==> src/rtl/grant_service_if.sv <==
// Grant/service handshake bundle between the arbiter side and the controller.
// The slave modport is the controller; the master modport drives grants.
interface grant_service_if #(
    parameter int CW = 8
);
    logic [3:0]      grant_i;
    logic            done_i;
    logic            start_o;
    logic            busy_o;
    logic [1:0]      user_o;
    logic            timeout_o;
    logic            err_o;
    logic [4*CW-1:0] serve_cnt_o;

    modport slave (
        input  grant_i,
        input  done_i,
        output start_o,
        output busy_o,
        output user_o,
        output timeout_o,
        output err_o,
        output serve_cnt_o
    );

    modport master (
        output grant_i,
        output done_i,
        input  start_o,
        input  busy_o,
        input  user_o,
        input  timeout_o,
        input  err_o,
        input  serve_cnt_o
    );
endinterface

==> src/rtl/grant_service_ctrl.sv <==
// Grant-driven service controller: launches one transaction per new grant,
// tracks done/timeout, applies cooldown, counts completed services per user.
module grant_service_ctrl #(
    parameter int TIMEOUT = 15,
    parameter int COOL    = 1,
    parameter int CW      = 8
) (
    input  logic            clk,
    input  logic            rst_n,
    grant_service_if.slave  bus
);
    typedef enum logic [1:0] {
        S_IDLE  = 2'd0,
        S_SERVE = 2'd1,
        S_COOL  = 2'd2
    } state_t;

    localparam logic [7:0] TLAST = 8'(TIMEOUT - 1);
    localparam logic [3:0] CLOAD = 4'(COOL - 1);

    state_t        state_q;
    logic [1:0]    user_q;
    logic          start_q;
    logic          busy_q;
    logic          timeout_q;
    logic [7:0]    timer_q;
    logic [3:0]    cool_q;

    logic [3:0]    prev_q, prev_d;
    logic          err_q, err_d;
    logic          pend_v_q, pend_v_d;
    logic [1:0]    pend_u_q, pend_u_d;
    logic [CW-1:0] cnt_q [4];
    logic [CW-1:0] cnt_d [4];

    logic          legal;
    logic          nonzero;
    logic [1:0]    g_idx;
    logic          new_grant;
    logic          launch;
    logic [1:0]    launch_u;
    logic          serve_done;

    // Decode the grant sample: legality, one-hot index, newness.
    always_comb begin
        legal   = 1'b1;
        nonzero = 1'b1;
        g_idx   = 2'd0;
        unique case (bus.grant_i)
            4'b0000: nonzero = 1'b0;
            4'b1000: g_idx   = 2'd0;
            4'b0100: g_idx   = 2'd1;
            4'b0010: g_idx   = 2'd2;
            4'b0001: g_idx   = 2'd3;
            default: begin
                legal   = 1'b0;
                nonzero = 1'b0;
            end
        endcase
        new_grant = legal && nonzero && (bus.grant_i != prev_q);
    end

    // A fresh grant takes priority over the pending slot when launching.
    always_comb begin
        launch     = (state_q == S_IDLE) && (new_grant || pend_v_q);
        launch_u   = new_grant ? g_idx : pend_u_q;
        serve_done = (state_q == S_SERVE) && bus.done_i;
    end

    // Next values for grant history, error flag and the pending slot.
    always_comb begin
        prev_d   = legal ? bus.grant_i : prev_q;
        err_d    = !legal;
        pend_v_d = pend_v_q;
        pend_u_d = pend_u_q;
        if (launch) begin
            pend_v_d = 1'b0;
        end else if (new_grant) begin
            pend_v_d = 1'b1;
            pend_u_d = g_idx;
        end
    end

    // Saturating per-user completion counters.
    always_comb begin
        for (int i = 0; i < 4; i++) begin
            cnt_d[i] = cnt_q[i];
            if (serve_done && (user_q == 2'(i)) && (cnt_q[i] != '1)) begin
                cnt_d[i] = cnt_q[i] + 1'b1;
            end
        end
    end

    // Grant history, illegal-sample flag and pending slot registers.
    always_ff @(posedge clk or negedge rst_n) begin
        if (!rst_n) begin
            prev_q   <= 4'd0;
            err_q    <= 1'b0;
            pend_v_q <= 1'b0;
            pend_u_q <= 2'd0;
        end else begin
            prev_q   <= prev_d;
            err_q    <= err_d;
            pend_v_q <= pend_v_d;
            pend_u_q <= pend_u_d;
        end
    end

    // Counter registers.
    always_ff @(posedge clk or negedge rst_n) begin
        if (!rst_n) begin
            for (int i = 0; i < 4; i++) begin
                cnt_q[i] <= '0;
            end
        end else begin
            for (int i = 0; i < 4; i++) begin
                cnt_q[i] <= cnt_d[i];
            end
        end
    end

    // Service FSM with registered start/busy/timeout/user outputs.
    always_ff @(posedge clk or negedge rst_n) begin
        if (!rst_n) begin
            state_q   <= S_IDLE;
            user_q    <= 2'd0;
            start_q   <= 1'b0;
            busy_q    <= 1'b0;
            timeout_q <= 1'b0;
            timer_q   <= 8'd0;
            cool_q    <= 4'd0;
        end else begin
            start_q   <= 1'b0;
            timeout_q <= 1'b0;
            unique case (state_q)
                S_IDLE: begin
                    if (launch) begin
                        state_q <= S_SERVE;
                        user_q  <= launch_u;
                        timer_q <= 8'd0;
                        start_q <= 1'b1;
                        busy_q  <= 1'b1;
                    end
                end
                S_SERVE: begin
                    if (bus.done_i) begin
                        state_q <= S_COOL;
                        cool_q  <= CLOAD;
                    end else if (timer_q == TLAST) begin
                        state_q   <= S_COOL;
                        cool_q    <= CLOAD;
                        timeout_q <= 1'b1;
                    end else begin
                        timer_q <= timer_q + 8'd1;
                    end
                end
                S_COOL: begin
                    if (cool_q == 4'd0) begin
                        state_q <= S_IDLE;
                        busy_q  <= 1'b0;
                    end else begin
                        cool_q <= cool_q - 4'd1;
                    end
                end
                default: begin
                    state_q <= S_IDLE;
                    busy_q  <= 1'b0;
                end
            endcase
        end
    end

    // Drive the bundle outputs from registers.
    always_comb begin
        bus.start_o   = start_q;
        bus.busy_o    = busy_q;
        bus.user_o    = user_q;
        bus.timeout_o = timeout_q;
        bus.err_o     = err_q;
        for (int i = 0; i < 4; i++) begin
            bus.serve_cnt_o[i*CW +: CW] = cnt_q[i];
        end
    end
endmodule

==> src/flat_wrapper.sv <==
// flat-port wrapper written by rule: the top's interface ports become plain ports
module grant_service_ctrl_flat 
#(
    parameter int TIMEOUT = 15,
    parameter int COOL    = 1,
    parameter int CW      = 8
)
  (clk, rst_n, bus_grant_i, bus_done_i, bus_start_o, bus_busy_o, bus_user_o, bus_timeout_o, bus_err_o, bus_serve_cnt_o);
  grant_service_if #(.CW(CW)) bus_i ();
  input  logic clk;
  input  logic rst_n;
  input wire logic [$bits(bus_i.grant_i)-1:0] bus_grant_i;
  input wire logic [$bits(bus_i.done_i)-1:0] bus_done_i;
  output wire logic [$bits(bus_i.start_o)-1:0] bus_start_o;
  output wire logic [$bits(bus_i.busy_o)-1:0] bus_busy_o;
  output wire logic [$bits(bus_i.user_o)-1:0] bus_user_o;
  output wire logic [$bits(bus_i.timeout_o)-1:0] bus_timeout_o;
  output wire logic [$bits(bus_i.err_o)-1:0] bus_err_o;
  output wire logic [$bits(bus_i.serve_cnt_o)-1:0] bus_serve_cnt_o;
  assign bus_i.grant_i = bus_grant_i;
  assign bus_i.done_i = bus_done_i;
  assign bus_start_o = bus_i.start_o;
  assign bus_busy_o = bus_i.busy_o;
  assign bus_user_o = bus_i.user_o;
  assign bus_timeout_o = bus_i.timeout_o;
  assign bus_err_o = bus_i.err_o;
  assign bus_serve_cnt_o = bus_i.serve_cnt_o;
  grant_service_ctrl #(.TIMEOUT(TIMEOUT), .COOL(COOL), .CW(CW)) u_core (.clk(clk), .rst_n(rst_n), .bus(bus_i));
endmodule
==> config.mk <==
export PLATFORM = sky130hd
export DESIGN_NAME = grant_service_ctrl_flat
export DESIGN_NICKNAME = d
export VERILOG_FILES = /design/src/rtl/grant_service_if.sv /design/src/rtl/grant_service_ctrl.sv /design/src/flat_wrapper.sv
export SDC_FILE = /design/constraint.sdc
export NUM_CORES = 1
export LEC_CHECK = 0
export CORE_UTILIZATION = 45
export CTS_CLUSTER_DIAMETER = 200
export CTS_CLUSTER_SIZE = 24
export DETAILED_ROUTE_END_ITERATION = 7
export HOLD_SLACK_MARGIN = 0.02
export PLACE_DENSITY_LB_ADDON = 0.15
export RECOVER_POWER = 100
export SYNTH_ARGS = -nofsm -noshare
export SYNTH_HDL_FRONTEND = slang
export SYNTH_SLANG_ARGS = --single-unit
==> constraint.sdc <==
create_clock -name clk -period 3 [get_ports clk]
set_input_delay 0.6 -clock clk [delete_from_list [all_inputs] [get_ports clk]]
set_output_delay 0.6 -clock clk [all_outputs]
set_load 0.01 [all_outputs]
==> flow_summary.json <==
{
  "irDropWorstVdd_mv": 0.3853,
  "core-area_um2": 6026,
  "maxSlewViolCount": 0,
  "start_kind": "input pin",
  "status": "finished clean",
  "cts_buffer_depth": 2,
  "dr.pass1.iters": 4,
  "antennaDiodeCount": 0,
  "yosysWarnings": 0,
  "die_area_um2": 6673,
  "critPathTopFamily": "buffers and inverters",
  "rows": 28,
  "async_flop_share": 1.000,
  "path_max_fanout": 10,
  "cp_slowest_cell": "dlygate4sd3_1",
  "hpwl_mm": 3.649,
  "setup_viol": 0,
  "relSlewSlack": 0.2536,
  "synth_top_area_share": 0.5166,
  "synth_area_leader_cell": "dfrtp_1",
  "hold-worst-slack_ns": 0.4661,
  "endpoint_kind": "flip-flop",
  "drc": 0,
  "gp_congestion": 0.7996,
  "syn_avg_cell_area_um2": 11.16,
  "die_h_um": 81.69,
  "power_density_nw_per_um2": 676.2,
  "hold_viol_final": 0,
  "fin_tns_setup_ns": 0,
  "post-route-min-period_ns": 2.472,
  "antenna_found_initial": 0,
  "post_cts_resized": 0,
  "fin_crit_sh": 0.8241,
  "grt_max_degree": 23,
  "ys_seq_area_frac": 0.5166,
  "multi_input_area_um2": 1266,
  "io_pins": 45,
  "cp_num_buf_inv": 2,
  "cts_buffers": 9,
  "synth_nets": 270,
  "leakagePower_nw": 1.629,
  "clock_latency_ns": 0.33,
  "ys_ff_latch": 59,
  "cpPeakStageDelay_ns": 0.74,
  "via_per_inst": 5.139,
  "layout-drive-gt1-share": 0.08946,
  "overflow": 0,
  "die_w_um": 81.69,
  "clkSlewWorstSetupHoldPaths_ns": 0.06,
  "start_util": 0.4743,
  "rsz0062_at_grt": "no",
  "dr_total_vias": 1994,
  "cts_tree": "yes",
  "drtAntennaViolNets": 0,
  "critPathKind": "in -> reg",
  "netlist_top_cells_area": "dfrtp_1 (52%), xnor2_1 (8.6%), o21ai_0 (3.2%)",
  "cap_violations": 0,
  "layout_common_cells": "dfrtp_1 (59), dlygate4sd3_1 (41), xnor2_1 (28)",
  "final_nets": 322,
  "regArea_um2": 1476,
  "portBuffers": 44,
  "final_common_cell": "dfrtp_1",
  "syn-instance-count": 256,
  "clock_skew_ns": 0.006507,
  "cts_sinks": 59,
  "cts-htree-levels": 3,
  "totalWireLength_mm": 5.054,
  "tightest_slew_ns": 1.120,
  "root_buffer": "clkbuf_8",
  "grt_pass1_wl_mm": 8.342,
  "synth_ff_type": "dfrtp_1",
  "hold_buffers": 0,
  "grtUsageTotal": 0.1687,
  "cts_setup_buffers": 0,
  "syn_area_um2": 2858,
  "fmaxAchievable_ghz": 0.4045,
  "grt_pass1_vias": 1829,
  "worstPathRequired_ns": 3.24,
  "routedWlPerCell_um": 13.03,
  "n_fill_cell": 539,
  "worstPathCellList": "dlygate4sd3_1 > or2_0 > o2bb2ai_2 > a21oi_1 > nor3_4 > buf_4 > o21ai_0",
  "ys_types": 45,
  "hp-class": "in -> async",
  "worstPathArrival_ns": 2.71,
  "synth-edff-count": 0,
  "drt-initial-drc-count": 71,
  "synthToLayoutAreaGrowth_pct": 22.59
}
==> state kept, by name, summed over array words and instances (netlist names) <==
name,flops
u_core.bus.busy_o,1
u_core.bus.err_o,1
u_core.bus.serve_cnt_o,32
u_core.bus.start_o,1
u_core.bus.timeout_o,1
u_core.bus.user_o,2
u_core.cool_q,4
u_core.pend_u_q,2
u_core.pend_v_q,1
u_core.prev_q,4
u_core.state_q,2
u_core.timer_q,8
==> cell families after synthesis <==
| family | after synthesis | share of synthesized area |
|---|---|---|
| xor gates and xnor gates | 37 | 0.1134 |
| AOI/OAI and AO/OA | 42 | 0.1020 |
| buffers and inverters | 17 | 0.03459 |
| muxes | 10 | 0.03853 |
| adders and majority gates | 7 | 0.03065 |
| DFF | 59 | 0.5166 |
| and+or+nand+nor | 84 | 0.1642 |
==> worst paths after layout <==
| check | from | end | slack [ns] | depth (start not counted) |
|---|---|---|---|---|
| worst min register to register | u_core.bus.serve_cnt_o[31] | u_core.bus.serve_cnt_o[31] | 0.48 | 1 |
| worst max register to register | u_core.bus.serve_cnt_o[8] | u_core.bus.serve_cnt_o[13] | 0.88 | 6 |
| worst min-delay path | rst_n | u_core.timer_q[2] | 0.47 | 1 |
| worst max-delay path | bus_grant_i[3] | u_core.timer_q[6] | 0.53 | 7 |
| max in group asynchronous | rst_n | u_core.bus.serve_cnt_o[23] | 0.96 | 2 |
| min in group clk | u_core.bus.serve_cnt_o[31] | u_core.bus.serve_cnt_o[31] | 0.48 | 1 |
==> power by group <==
part	switching (mW)	total, mW	leakage, nW	internal (mW)
Combinational	0.295	0.625	0.748	0.330
Clock	0.280	0.622	0.0905	0.343
Sequential	0.167	1.12	0.790	0.954
Total	0.742	2.37	1.63	1.63
==> metrics by stage <==
stage / area, um2 / power, mW / util / setup WS (ns) / cells
after floorplan: 2858 / 1.519 / - / 0.9315 / 256
after global placement: 3359 / 1.811 / 0.5575 / 0.4749 / 372
after detailed placement: 3359 / 1.821 / 0.5575 / 0.3964 / 372
after CTS: 3532 / 2.460 / 0.5862 / 0.7450 / 388
after global routing: 3503 / 2.527 / 0.5814 / 0.3316 / 388
final: 3503 / 2.369 / 0.5814 / 0.5276 / 388
==> cells in the mapped netlist (all sizes together), types with 3 or more instances <==
master,count
o22ai,3
nand2,23
o21ai,20
nand4,9
and3,7
ha,7
inv,9
xor2,9
nand3,10
or3,5
a21oi,5
nand2b,4
nor2,12
dfrtp,59
xnor2,28
mux2,8
buf,8
==> area by class of cell <==
| cell class | instances | area share |
|---|---|---|
| timing repair buffer | 49 | 0.1314 |
| inverter | 9 | 0.009643 |
| multi-input combinational | 180 | 0.3614 |
| tap | 75 | 0.02679 |
| clock buffer | 14 | 0.04643 |
| sequential | 59 | 0.4214 |
| clock inverter | 2 | 0.002857 |
==> layer usage <==
metal / routed length (um) / up-vias / track usage
li1: - / 1008 / -
met2: 2287 / 37 / 0.2525
met3: 257 / 4 / 0.07000
met5: 0 / - / 0
met4: 32 / 0 / 0.05263
met1: 2476 / 945 / 0.2224
(Power assumes the default switching activity.)
